**config.mk**
```make
export PLATFORM = sky130hd
export DESIGN_NAME = px_frame_writer
export DESIGN_NICKNAME = d
export VERILOG_FILES = /design/src/rtl/px_frame_writer.sv
export SDC_FILE = /design/constraint.sdc
export NUM_CORES = 1
export LEC_CHECK = 0
export BUFFER_PORTS_ARGS = -buffer_cell sky130_fd_sc_hd__clkbuf_2
export CORE_ASPECT_RATIO = 1.2
export CORE_MARGIN = 3
export CORE_UTILIZATION = 55
export CTS_CLUSTER_DIAMETER = 40
export DETAILED_ROUTE_END_ITERATION = 10
export PLACE_DENSITY = 0.83
export SLEW_MARGIN = 20
export SYNTH_ARGS = -nofsm -noshare
export SYNTH_HDL_FRONTEND = slang
export SYNTH_SLANG_ARGS = --single-unit
```
**constraint.sdc**
```tcl
create_clock -name clk -period 6.8 [get_ports clk]
set_input_delay 1.36 -clock clk [delete_from_list [all_inputs] [get_ports clk]]
set_output_delay 1.36 -clock clk [all_outputs]
set_load 0.005 [all_outputs]
```
**src/rtl/px_frame_writer.sv**
```systemverilog
// Frame sink: writes a raster-ordered pixel stream into a frame RAM,
// tracking column/line position and flagging line ends and frame completion.
module px_frame_writer #(
  parameter int PX_SIZE      = 8,
  parameter int IMAGE_WIDTH  = 400,
  parameter int IMAGE_HEIGHT = 400,
  parameter int ADDR_W       = 18,
  parameter int CNT_W        = 12
) (
  input  logic               clk,
  input  logic               resetn,
  input  logic               start,
  input  logic [PX_SIZE-1:0] input_data,
  input  logic               input_data_valid,
  output logic [ADDR_W-1:0]  mem_addr,
  output logic [PX_SIZE-1:0] mem_data,
  output logic               mem_we,
  output logic               eol,
  output logic               frame_done,
  output logic               busy,
  output logic [CNT_W-1:0]   col,
  output logic [CNT_W-1:0]   line,
  output logic [15:0]        dropped_count
);

  typedef enum logic {IDLE, CAPTURE} state_t;

  localparam logic [CNT_W-1:0] COL_LAST  = CNT_W'(IMAGE_WIDTH - 1);
  localparam logic [CNT_W-1:0] LINE_LAST = CNT_W'(IMAGE_HEIGHT - 1);

  state_t              state_q, state_d;
  logic [CNT_W-1:0]    col_q, col_d, line_q, line_d;
  logic [ADDR_W-1:0]   addr_q, addr_d, mem_addr_q, mem_addr_d;
  logic [PX_SIZE-1:0]  mem_data_q, mem_data_d;
  logic                mem_we_q, mem_we_d, eol_q, eol_d, fd_q, fd_d;
  logic [15:0]         dropped_q, dropped_d;

  logic accept, last_col, last_px;

  assign accept   = (state_q == CAPTURE) && input_data_valid;
  assign last_col = (col_q == COL_LAST);
  assign last_px  = accept && last_col && (line_q == LINE_LAST);

  // State register
  always_ff @(posedge clk) begin
    if (resetn) state_q <= IDLE;
    else        state_q <= state_d;
  end

  // Next-state logic; leaving CAPTURE on the last accepted pixel makes busy
  // drop in the same cycle that frame_done is presented.
  always_comb begin
    state_d = state_q;
    unique case (state_q)
      IDLE:    if (start)   state_d = CAPTURE;
      CAPTURE: if (last_px) state_d = IDLE;
      default: state_d = IDLE;
    endcase
  end

  always_comb begin
    col_d      = col_q;
    line_d     = line_q;
    addr_d     = addr_q;
    mem_addr_d = mem_addr_q;
    mem_data_d = mem_data_q;
    mem_we_d   = 1'b0;
    eol_d      = 1'b0;
    fd_d       = 1'b0;
    dropped_d  = dropped_q;
    if (state_q == IDLE) begin
      if (start) begin
        col_d  = '0;
        line_d = '0;
        addr_d = '0;
      end
      if (input_data_valid && (dropped_q != '1))
        dropped_d = dropped_q + 16'd1;
    end else if (accept) begin
      mem_we_d   = 1'b1;
      mem_data_d = input_data;
      mem_addr_d = addr_q;
      if (last_col) begin
        col_d = '0;
        eol_d = 1'b1;
        if (line_q == LINE_LAST) begin
          line_d = '0;
          addr_d = '0;
          fd_d   = 1'b1;
        end else begin
          line_d = line_q + CNT_W'(1);
          addr_d = addr_q + ADDR_W'(1);
        end
      end else begin
        col_d  = col_q + CNT_W'(1);
        addr_d = addr_q + ADDR_W'(1);
      end
    end
  end

  always_ff @(posedge clk) begin
    if (resetn) begin
      col_q      <= '0;
      line_q     <= '0;
      addr_q     <= '0;
      mem_addr_q <= '0;
      mem_data_q <= '0;
      mem_we_q   <= 1'b0;
      eol_q      <= 1'b0;
      fd_q       <= 1'b0;
      dropped_q  <= '0;
    end else begin
      col_q      <= col_d;
      line_q     <= line_d;
      addr_q     <= addr_d;
      mem_addr_q <= mem_addr_d;
      mem_data_q <= mem_data_d;
      mem_we_q   <= mem_we_d;
      eol_q      <= eol_d;
      fd_q       <= fd_d;
      dropped_q  <= dropped_d;
    end
  end

  // Output logic
  always_comb begin
    busy          = (state_q == CAPTURE);
    mem_addr      = mem_addr_q;
    mem_data      = mem_data_q;
    mem_we        = mem_we_q;
    eol           = eol_q;
    frame_done    = fd_q;
    col           = col_q;
    line          = line_q;
    dropped_count = dropped_q;
  end

endmodule

```
Yosys cells after proc, flatten, opt, wreduce, memory -nomap -nowiden
Cells that the tools add are included.

word-level totals
  register bits = 88
  input port bits = 12
  output and inout port bits = 70
  logic and storage cells = 53

operators by class
  $add $sub $neg = 4
  eq/ne operators = 5
  multiplexer cells = 19
  bitwise logic cells = 3
  reductions and logical operators = 12

operator list
  operator                                                                 count
  12-bit two-way mux                                                       8
  18-bit two-way mux                                                       5
  12-bit by 1-bit adder with 12-bit output, second input constant          2
  12-bit by 9-bit equality test with 1-bit output, second input constant   2
  18-bit by 1-bit adder with 18-bit output, second input constant          1
  16-bit by 1-bit adder with 16-bit output, second input constant          1
  16-bit inequality test, second input constant                            1
  2-bit AND reduction                                                      3
  1-bit two-way mux                                                        5
  1-bit logical AND                                                        4
  2-bit by 1-bit inequality test with 1-bit output, second input constant  2
  4-bit OR reduction                                                       1
  1-bit inverter                                                           3
  3-bit AND reduction                                                      1
  3-bit OR reduction                                                       1
  1-bit case mux with 2 select lines                                       1
  2-bit nonzero test                                                       1
  2-bit OR reduction                                                       1

Depth between registers and ports, before layout
  word-level depth = 5
  depth in mapped cells = 7
  gate-level depth less buffers = 6

Least setup slack after synthesis
No wires, ideal clock.

  path type = input to register
  from = in input_data_valid
  to = reg col_q[11] (netlist: col[11])
  setup time = 0.071 ns
  data arrival time = 2.645 ns
  required time = 6.729 ns
  setup slack = 4.085 ns
  stages = 4
  path buffers = 0
  cell sequence = mux2i_1 or4b_2 or3_1 a21oi_1

on the way
  longest elaborated chain between the ends = 3

ends and longest elaborated chain
  element                                                     line  text
  from (decl)                                                 14    input logic input_data_valid,
  1-bit logical AND                                           40    assign accept = (state_q == CAPTURE) && input_data_valid;
  2-bit by 1-bit inequality test with 1-bit output (no line)  n/a
  2-bit AND reduction (no line)                               n/a
  to (signal assigned)                                        113   col_q <= col_d;
  to (decl)                                                   32    logic [CNT_W-1:0] col_q, col_d, line_q, line_d;

No other way between the ends.
A chain may end at the register's enable or synchronous reset.

==> results.cfg <==
[place]
port_buffers = 81
post-place-ws_ps = 2890
dp_hpwl_um = 6240
dpl_cell_area_um2 = 4260
finalWeightedCongestion = 0.838

[clock_tree]
root_buffer = clkbuf_8
cts_made_buffers = 9
clock-sinks = 88
clockBufferDepth = 2
cts_tree = built
post_cts_resized = 0
htreeDepth = 3
post-cts-setup-buffers = 0
postCtsHoldBufs = 0
clk_latency_ps = 360
cts.clk_slew.worst_paths_ps = 90

[route]
wirelength_um = 8810
postRouteAntennaNets = 0
first_pass_iters = 4
first_iter_violations = 217
viasPerCell = 5.72
num_vias = 3560
route.detailed.drc = 0
routedWlPerCell_um = 14.2

[run_status]
status = finished, final reports clean

[critical_path]
worstSetupStartpointType = input pin
critPathArrivalTime_ps = 3710
endpoint_kind = flip-flop
critPathKind = in -> reg
critPathRequiredTime_ps = 7050
crit_fanout = 57

[power_and_ir_drop]
power_uw = 915
p_leak_uw = 0.00168
power.density_nw_per_um2 = 206
peakVddDrop_uv = 123

[layout]
nets = 548
area_growth_syn_to_layout_pct = 16.3
antenna_cells = 0
drive_above_1_share = 0.196
stdcell_area_um2 = 4440

[min_path]
hold_path_class = reg -> reg

[synth]
syn_inst = 460
yosys_warnings = 0
postSynthAreaPerCell_um2 = 8.30
synth_commonest_cells = dfxtp_1, nand2_1, a21oi_1
syn_area_um2 = 3820
synth_edf_count = 0
synth-seq-cells = 88
synth_seq_area_share = 0.461
ys_types = 49
yosysTopAreaCell = dfxtp_1
syn_nets = 476
synth_area_leaders = dfxtp_1, nand2_1, a21oi_1
async_flop_share = 0
post-synth-top-count-cell = dfxtp_1
synth_flop_cell = dfxtp_1
synth_top_area_frac = 0.461

[sta]
slew_viol_final = 0
relSlewSlack = 0.302
period_needed_ps = 3460
hold_violations = 0
worst_slew_pin_slew_ps = 1040
finalSetupViolCount = 0
rsz0062_at_grt = false
fin_skew_ps = 7.32
final.setup.worst_slack_ps = 3340
tns_ps = 0
max_freq_mhz = 289
hold_slack_ps = 458
post-route-period-util = 0.509

[die]
num_rows = 32
dieArea_um2 = 7980
start_util = 0.582
die_h_um = 97.3
die_x_um = 82.1
ios = 82
coreArea_um2 = 6570

[global_routing]
grt_max_degree = 58
grt-ovfl-total = 0
grt_pass1_wl_um = 15100
antenna_found_initial = 0
grt.total_usage = 0.232
first_global_vias = 3301

[run]
max-cap-violations = 0
registers in the layout, indices dropped and copies added (netlist names):
name and count:
busy 1, dropped_count 16, mem_addr 18, col 12, addr_q 18, mem_data 8, frame_done 1, eol 1
line 12, mem_we 1
worst paths after layout:
check	startpoint	endpoint	slack, ps	cells past startpoint
worst max-delay path	resetn	line[4]	3340	5
worst min-delay path	mem_data[0]	mem_data[0]	460	2
worst max register to register	busy	addr_q[8]	4020	5
worst min register to register	mem_data[0]	mem_data[0]	460	2
critical path: stages:
cell       delay [ps]
buf_2             740
nor2_1            400
a21oi_1           770
o21ai_0           240
o2bb2ai_1         180
cell type report:
type | instances | area [µm²]
Multi-Input combinational cell | 345 | 1960
Inverter | 6 | 22.5
Clock buffer | 10 | 138
Sequential cell | 88 | 1760
Tap cell | 85 | 106
Timing Repair Buffer | 82 | 413
Fill cell | 553 | 2120
Clock inverter | 6 | 43.8
metal layers:
layer  routed length (µm)  vias up  track usage
met2                 4350      113        0.366
met5                    0        -            0
met1                 3770     1652        0.305
li1                     -     1775            -
met3                  487       20       0.0417
met4                  193        0        0.104
where the power goes:
group | total, µW | internal [µW] | switching (µW)
Combinational | 52.8 | 18.2 | 34.6
Clock | 334 | 144 | 190
Sequential | 528 | 521 | 7.01
Total | 915 | 683 | 232
stage by stage:
step | cells | utilization
after global placement | 606 | 0.648
after global routing | 622 | 0.676
after detailed placement | 606 | 0.648
after floorplan | 460 | -
after CTS | 622 | 0.676
final | 622 | 0.676
cell usage in the layout, fill, tap and decap left out, types with 2 or more instances in the layout:
cell type	count
o31ai_1	2
a31oi_1	10
nor2b_1	2
a311oi_1	4
inv_1	6
clkinv_2	2
nor4_1	6
a41oi_1	3
nor3_1	11
and3_1	13
ha_1	4
o21ai_1	2
a21oi_1	43
and4_1	5
clkinv_4	2
mux2i_1	4
o21ai_0	16
dfxtp_1	88
nand4_1	13
clkbuf_8	10
nand2_1	80
nand3_1	20
nand2b_1	6
and2_1	3
xnor2_1	16
nand4b_1	4
xor2_1	11
nor2_1	41
or3_1	6
clkbuf_2	80
kinds of logic (layout without fill, tap and decap cells):
group,after synthesis,in the layout,share of synthesized area
adder cells (fa/ha/maj),4,4,0.0131
buffers and inverters,27,104,0.0272
AO/OA/AOI/OAI,93,93,0.147
XOR/XNOR,27,27,0.0619
multiplexers,5,5,0.0134
flip-flops,88,88,0.461
AND/OR/NAND/NOR,216,216,0.276
Note: power is estimated with default switching activity, not from simulation.
